## src/rtl/fsm_seq_stim_gen_if.sv

```systemverilog
// Control and stimulus bundle between a sequence-detector stimulus generator
// and whatever drives it (fabric controller or testbench).
interface fsm_seq_stim_gen_if;
   logic       start;
   logic       manual;
   logic       step_req;
   logic       abort;
   logic       i2;
   logic       i1;
   logic [3:0] step_idx;
   logic       busy;
   logic       done;

   modport master (
      output start, manual, step_req, abort,
      input  i2, i1, step_idx, busy, done
   );

   modport slave (
      input  start, manual, step_req, abort,
      output i2, i1, step_idx, busy, done
   );
endinterface

```

## src/rtl/fsm_seq_stim_gen.sv

```systemverilog
// Drives the 11-event {i2,i1} walk that takes the two-input sequence detector
// from s1 to s12, either self-timed (weight*HOLD_UNIT cycles per step) or stepped.
module fsm_seq_stim_gen #(
   parameter int HOLD_UNIT = 4,
   parameter int CNT_W     = 12
) (
   input  logic              clk,
   input  logic              reset,
   fsm_seq_stim_gen_if.slave bus
);

   localparam logic [3:0] LAST_STEP = 4'd11;

   typedef enum logic [1:0] {
      IDLE = 2'd0,
      RUN  = 2'd1,
      FIN  = 2'd2
   } state_t;

   typedef struct packed {
      logic [1:0] pat;
      logic [2:0] weight;
   } step_t;

   // NOTE: the step table is a constant case lookup, not storage, so there is
   // nothing here that needs a reset value.
   function automatic step_t step_entry(input logic [3:0] idx);
      case (idx)
         4'd1:    step_entry = '{pat: 2'b01, weight: 3'd5};
         4'd2:    step_entry = '{pat: 2'b11, weight: 3'd5};
         4'd3:    step_entry = '{pat: 2'b10, weight: 3'd5};
         4'd4:    step_entry = '{pat: 2'b00, weight: 3'd5};
         4'd5:    step_entry = '{pat: 2'b01, weight: 3'd3};
         4'd6:    step_entry = '{pat: 2'b11, weight: 3'd5};
         4'd7:    step_entry = '{pat: 2'b10, weight: 3'd2};
         4'd8:    step_entry = '{pat: 2'b00, weight: 3'd3};
         4'd9:    step_entry = '{pat: 2'b10, weight: 3'd2};
         4'd10:   step_entry = '{pat: 2'b11, weight: 3'd5};
         4'd11:   step_entry = '{pat: 2'b10, weight: 3'd5};
         default: step_entry = '{pat: 2'b00, weight: 3'd0};
      endcase
   endfunction

   // Counter counts down to zero, so a step lasting N cycles loads N-1.
   function automatic logic [CNT_W-1:0] hold_load(input logic [3:0] idx);
      hold_load = CNT_W'(int'(step_entry(idx).weight) * HOLD_UNIT - 1);
   endfunction

   state_t           state_q,  state_d;
   logic [3:0]       idx_q,    idx_d;
   logic [CNT_W-1:0] cnt_q,    cnt_d;
   logic             manual_q, manual_d;
   logic [1:0]       pat_q,    pat_d;
   logic             busy_q,   busy_d;
   logic             done_q,   done_d;
   logic             advance;

   // NOTE: state registers use non-blocking assignments so every flop samples
   // the pre-edge values computed by the combinational block.
   always_ff @(posedge clk) begin
      if (reset) begin
         state_q  <= IDLE;
         idx_q    <= 4'd0;
         cnt_q    <= '0;
         manual_q <= 1'b0;
         pat_q    <= 2'b00;
         busy_q   <= 1'b0;
         done_q   <= 1'b0;
      end else begin
         state_q  <= state_d;
         idx_q    <= idx_d;
         cnt_q    <= cnt_d;
         manual_q <= manual_d;
         pat_q    <= pat_d;
         busy_q   <= busy_d;
         done_q   <= done_d;
      end
   end

   // NOTE: every signal gets a default before the case so no path leaves a
   // value unassigned, which would otherwise infer a latch.
   always_comb begin
      state_d  = state_q;
      idx_d    = idx_q;
      cnt_d    = cnt_q;
      manual_d = manual_q;
      pat_d    = pat_q;
      busy_d   = busy_q;
      done_d   = 1'b0;
      advance  = 1'b0;

      case (state_q)
         IDLE: begin
            if (bus.start && !bus.abort) begin
               state_d  = RUN;
               idx_d    = 4'd1;
               pat_d    = step_entry(4'd1).pat;
               cnt_d    = hold_load(4'd1);
               manual_d = bus.manual;
               busy_d   = 1'b1;
            end
         end

         RUN: begin
            if (bus.abort) begin
               // Abort wins over both a step request and a timer expiry.
               state_d = IDLE;
               idx_d   = 4'd0;
               pat_d   = 2'b00;
               cnt_d   = '0;
               busy_d  = 1'b0;
            end else begin
               advance = manual_q ? bus.step_req : (cnt_q == '0);
               if (!manual_q && cnt_q != '0) begin
                  cnt_d = cnt_q - 1'b1;
               end
               if (advance) begin
                  if (idx_q == LAST_STEP) begin
                     state_d = FIN;
                     idx_d   = 4'd0;
                     pat_d   = 2'b00;
                     cnt_d   = '0;
                     busy_d  = 1'b0;
                     done_d  = 1'b1;
                  end else begin
                     idx_d = idx_q + 4'd1;
                     pat_d = step_entry(idx_q + 4'd1).pat;
                     cnt_d = hold_load(idx_q + 4'd1);
                  end
               end
            end
         end

         FIN: begin
            state_d = IDLE;
         end

         default: begin
            state_d = IDLE;
            idx_d   = 4'd0;
            pat_d   = 2'b00;
            cnt_d   = '0;
            busy_d  = 1'b0;
         end
      endcase
   end

   assign bus.i2       = pat_q[1];
   assign bus.i1       = pat_q[0];
   assign bus.step_idx = idx_q;
   assign bus.busy     = busy_q;
   assign bus.done     = done_q;

endmodule
```

## src/flat_wrapper.sv

```systemverilog
// flat-port wrapper written by rule: the top's interface ports become plain ports
module fsm_seq_stim_gen_flat 
#(
   parameter int HOLD_UNIT = 4,
   parameter int CNT_W     = 12
)
  (clk, reset, bus_start, bus_manual, bus_step_req, bus_abort, bus_i2, bus_i1, bus_step_idx, bus_busy, bus_done);
  fsm_seq_stim_gen_if bus_i ();
  input  logic clk;
  input  logic reset;
  input wire logic [$bits(bus_i.start)-1:0] bus_start;
  input wire logic [$bits(bus_i.manual)-1:0] bus_manual;
  input wire logic [$bits(bus_i.step_req)-1:0] bus_step_req;
  input wire logic [$bits(bus_i.abort)-1:0] bus_abort;
  output wire logic [$bits(bus_i.i2)-1:0] bus_i2;
  output wire logic [$bits(bus_i.i1)-1:0] bus_i1;
  output wire logic [$bits(bus_i.step_idx)-1:0] bus_step_idx;
  output wire logic [$bits(bus_i.busy)-1:0] bus_busy;
  output wire logic [$bits(bus_i.done)-1:0] bus_done;
  assign bus_i.start = bus_start;
  assign bus_i.manual = bus_manual;
  assign bus_i.step_req = bus_step_req;
  assign bus_i.abort = bus_abort;
  assign bus_i2 = bus_i.i2;
  assign bus_i1 = bus_i.i1;
  assign bus_step_idx = bus_i.step_idx;
  assign bus_busy = bus_i.busy;
  assign bus_done = bus_i.done;
  fsm_seq_stim_gen #(.HOLD_UNIT(HOLD_UNIT), .CNT_W(CNT_W)) u_core (.clk(clk), .reset(reset), .bus(bus_i));
endmodule
```

## config.mk

```make
export PLATFORM = sky130hd
export DESIGN_NAME = fsm_seq_stim_gen_flat
export DESIGN_NICKNAME = d
export VERILOG_FILES = /design/src/rtl/fsm_seq_stim_gen_if.sv /design/src/rtl/fsm_seq_stim_gen.sv /design/src/flat_wrapper.sv
export SDC_FILE = /design/constraint.sdc
export NUM_CORES = 1
export LEC_CHECK = 0
export ABC_CLOCK_PERIOD_IN_PS = 6230
export CAP_MARGIN = 20
export CORE_UTILIZATION = 30
export CTS_BUF_LIST = sky130_fd_sc_hd__clkbuf_8
export DETAILED_ROUTE_END_ITERATION = 6
export SLEW_MARGIN = 0
export SYNTH_ARGS = -nofsm -noshare
export SYNTH_HDL_FRONTEND = slang
export SYNTH_SLANG_ARGS = --single-unit
```

## constraint.sdc

```tcl
create_clock -name clk -period 6.23 [get_ports clk]
set_input_delay 1.869 -clock clk [delete_from_list [all_inputs] [get_ports clk]]
set_output_delay 1.869 -clock clk [all_outputs]
set_load 0.02 [all_outputs]
```

==> summary.txt <==
Status: finished clean
Pins over their slew limit: 0
Critical path type: primary input to flip-flop
Netlist area before placement: 1620 sq um
Mux share of post-synthesis cell area: 0.0131
CP startpoint kind: primary input
Worst-Margin Slew: 1.08 ns
Setup Viol. Count Final: 0
Final Skew: 0.00811 ns
Critical path's top delay family: compound AO/OA/AOI/OAI gates
CTS Hold Buffers Added: 0
Clock Latency Late Sink: 0.27 ns
Number of gates resized after cts: 0
Final GP Congestion: 0.842
Via-per-instance ratio: 5.21
Number of synthesized register bits: 23
Final min period: 3.78 ns
Setup TNS: 0 ns
Post-Syn Nets: 218
DR WL met2: 1.81 mm
TritonCTS clock tree: yes
LEAKAGE: 0.000656 uW
Share of layout cells above drive strength 1: 0.104
Worst-case vdd ir drop: 0.0971 mV
Clock share of power: 0.266
Clock buffer count from CTS: 3
Die Width: 75.6 um
PD cells: 197 nW/um^2
Clk sink count: 23
DRT iter0 DRCs: 62
Utilization after layout: 0.357
Xor/xnor cell area share of the yosys netlist: 0.0270
RSZ-0062 raised after global routing: false
Most Frequent Cell on Critical Path: nand2_2
Area growth syn-to-layout: 13.7%
Gr usage total: 0.146
DP Wirelength: 2.86 mm
WP data required: 6.42 ns
Largest fanout on the critical path: 11
R2R cell count: 9
Die Y: 75.6 um
Critical path arrival: 3.97 ns
Final Cycle Share: 0.606
Synth area leader: dfxtp_1
CTS max path bufs: 2
Crit-path slowest cell: a41oi_1
Buffer and inverter count on the worst path: 1
Reg-to-Reg Start: u_core.bus.step_idx[0]
Top Ports: 14
Critical-path cell list: clkdlybuf4s50_1, and2_1, a41oi_1, nand2_2, nand2_2, o21ai_0, a21oi_1
Main combinational cell family by area after synthesis: simple AND/OR/NAND/NOR gates
Drt total wl: 3.83 mm
Critical path depth: 7
Clock root buffer: clkbuf_8
CP endpoint: u_core.bus.step_idx[3]
Synth unique cells: 58
PortBufs: 13
H-tree levels: 1
Psw: 124 uW
Synth Warn #: 0
Seq pwr share: 0.453
R2r setup slk: 3.23 ns
Rows: 26
DRC viols: 0
Leading post-synthesis cells by cell area: dfxtp_1 28%, ha_1 6.2%, nor2_1 5.8%
Ant. Diodes: 0
Post-synth top area share: 0.284
Post-Syn Area per Cell: 7.96 sq um
Switching Fraction: 0.341
Routed wire length on met3: 91 um
Async SR Flop Fraction: 0
Gate Count Post-Synth: 204
Starting Density: 0.314
Part of the power in combinational logic: 0.281
Die footprint: 5710 sq um
Primary FF master, synth: dfxtp_1
Top Metal Used: met4
Post-Synth Simple-Gate Area: 0.316
Hold WS: 0.463 ns
Clock Pin Slew Worst Setup and Hold Paths: 0.09 ns
Most common cell after layout, fill and taps aside: nor2_1
Critical path's largest stage delay: 0.81 ns
Via count: 1,468
Worst Setup End Kind: flip-flop
Internal power: 240 uW
Most frequent cells in the layout: 25 x nor2_1, 23 x dfxtp_1, 17 x nand2_1
Total core area: 5170 sq um
Remaining antenna violation count: 0
Met1 WL: 1.90 mm
Post-Synth Adder-Cell Area: 0.0616
Drt wl/cell: 13.6 um
EDFF count, synth: 0
Compound-Gate Fraction of Synth Area: 0.253
Number of setup buffers added after CTS: 0
Drt pass-1 iters: 4
Global-route wire length before repair: 6.33 mm
Slew headroom: 0.272
Initial antenna violation count: 0
Vias in the first global route: 1,330
Worst R2R End: u_core.cnt_q[10]
FMAX: 0.265 GHz
Post-synthesis sequential area ratio: 0.284
Pin count of the biggest net entering global routing: 24
Maxcap violations: 0
Final hold violation count: 0
Setup crit start: bus_step_req
Hold WC Path Type: flip-flop to flip-flop
Final net count: 227
Remaining global-route overflow: 0
cell usage after synthesis (3+ instances only):
library cell   n
dfxtp_1       23
a21oi_1       16
buf_2          5
inv_1          8
nand3_1        7
nor3_1         6
a21boi_0       4
nor2_1        25
ha_1           8
nand2_2        3
nand2_1       17
o21ai_0       12
a221oi_1       4
and2_1         3
xnor2_1        3
a21o_1         3
nand3b_1       3
metrics by stage:
step	instances	total power, uW	worst slack (ns)	cell area, sq um
finish	282	364	2.45	1850
detailed placement	278	271	2.20	1800
global route	282	386	2.32	1850
global placement	278	269	2.23	1800
floorplan	204	247	2.94	1620
CTS	282	368	2.49	1850
cell families (layout without fill, tap and decap cells):
group,after synthesis,in the layout
AOI/OAI and AO/OA,59,59
and+or+nand+nor,90,90
muxes,2,2
xor gates and xnor gates,5,5
adders and majority gates,8,8
DFF,23,23
buffers and inverters,17,25
state kept, by name (all words and copies together), names as in the netlist:
name                 count
u_core.pat_q             2
u_core.bus.step_idx      4
u_core.bus.done          1
u_core.cnt_q            12
u_core.state_q           2
u_core.bus.busy          1
u_core.manual_q          1
how the worst min path moves through the flow:
| stage | from | to | slack (ns) | depth (start not counted) |
|---|---|---|---|---|
| 2_1_floorplan | u_core.cnt_q[5] | u_core.cnt_q[5] | 0.46 | 2 |
| 3_3_place_gp | u_core.pat_q[1] | u_core.pat_q[1] | 0.47 | 2 |
| 3_5_place_dp | u_core.pat_q[1] | u_core.pat_q[1] | 0.45 | 2 |
| 4_1_cts | u_core.pat_q[1] | u_core.pat_q[1] | 0.47 | 2 |
| 5_1_grt | u_core.pat_q[1] | u_core.pat_q[1] | 0.50 | 2 |
| 6_report | u_core.pat_q[1] | u_core.pat_q[1] | 0.46 | 2 |
layout make-up:
cell class | count | area (sq um)
Fill cell | 576 | 3330
Timing Repair Buffer | 13 | 130
Multi-Input combinational cell | 164 | 1090
Tap cell | 70 | 87.6
Inverter | 8 | 30.0
Clock buffer | 3 | 41.3
Sequential cell | 23 | 460
Clock inverter | 1 | 7.51
layer usage:
| layer | track usage | up-vias |
|---|---|---|
| li1 | - | 765 |
| met1 | 0.196 | 689 |
| met2 | 0.236 | 12 |
| met3 | 0.0317 | 2 |
| met4 | 0.0432 | 0 |
| met5 | 0 | - |
tightest hold or removal path, delay by kind of cell (launching register included):
family / cells / cell delay [ns]
AOI/OAI and AO/OA: 1 / 0.05
DFF: 1 / 0.32
and+or+nand+nor: 1 / 0.05
power groups by stage:
stage                     clock, uW  combinational [uW]  sequential, uW
after floorplan                   0                81.0             166
after global routing            106                 113             167
after detailed placement          0                 102             169
final                          96.8                 103             165
after global placement            0                 101             168
after CTS                       101                 103             165
No activity file was read; power rests on OpenSTA's default activity.
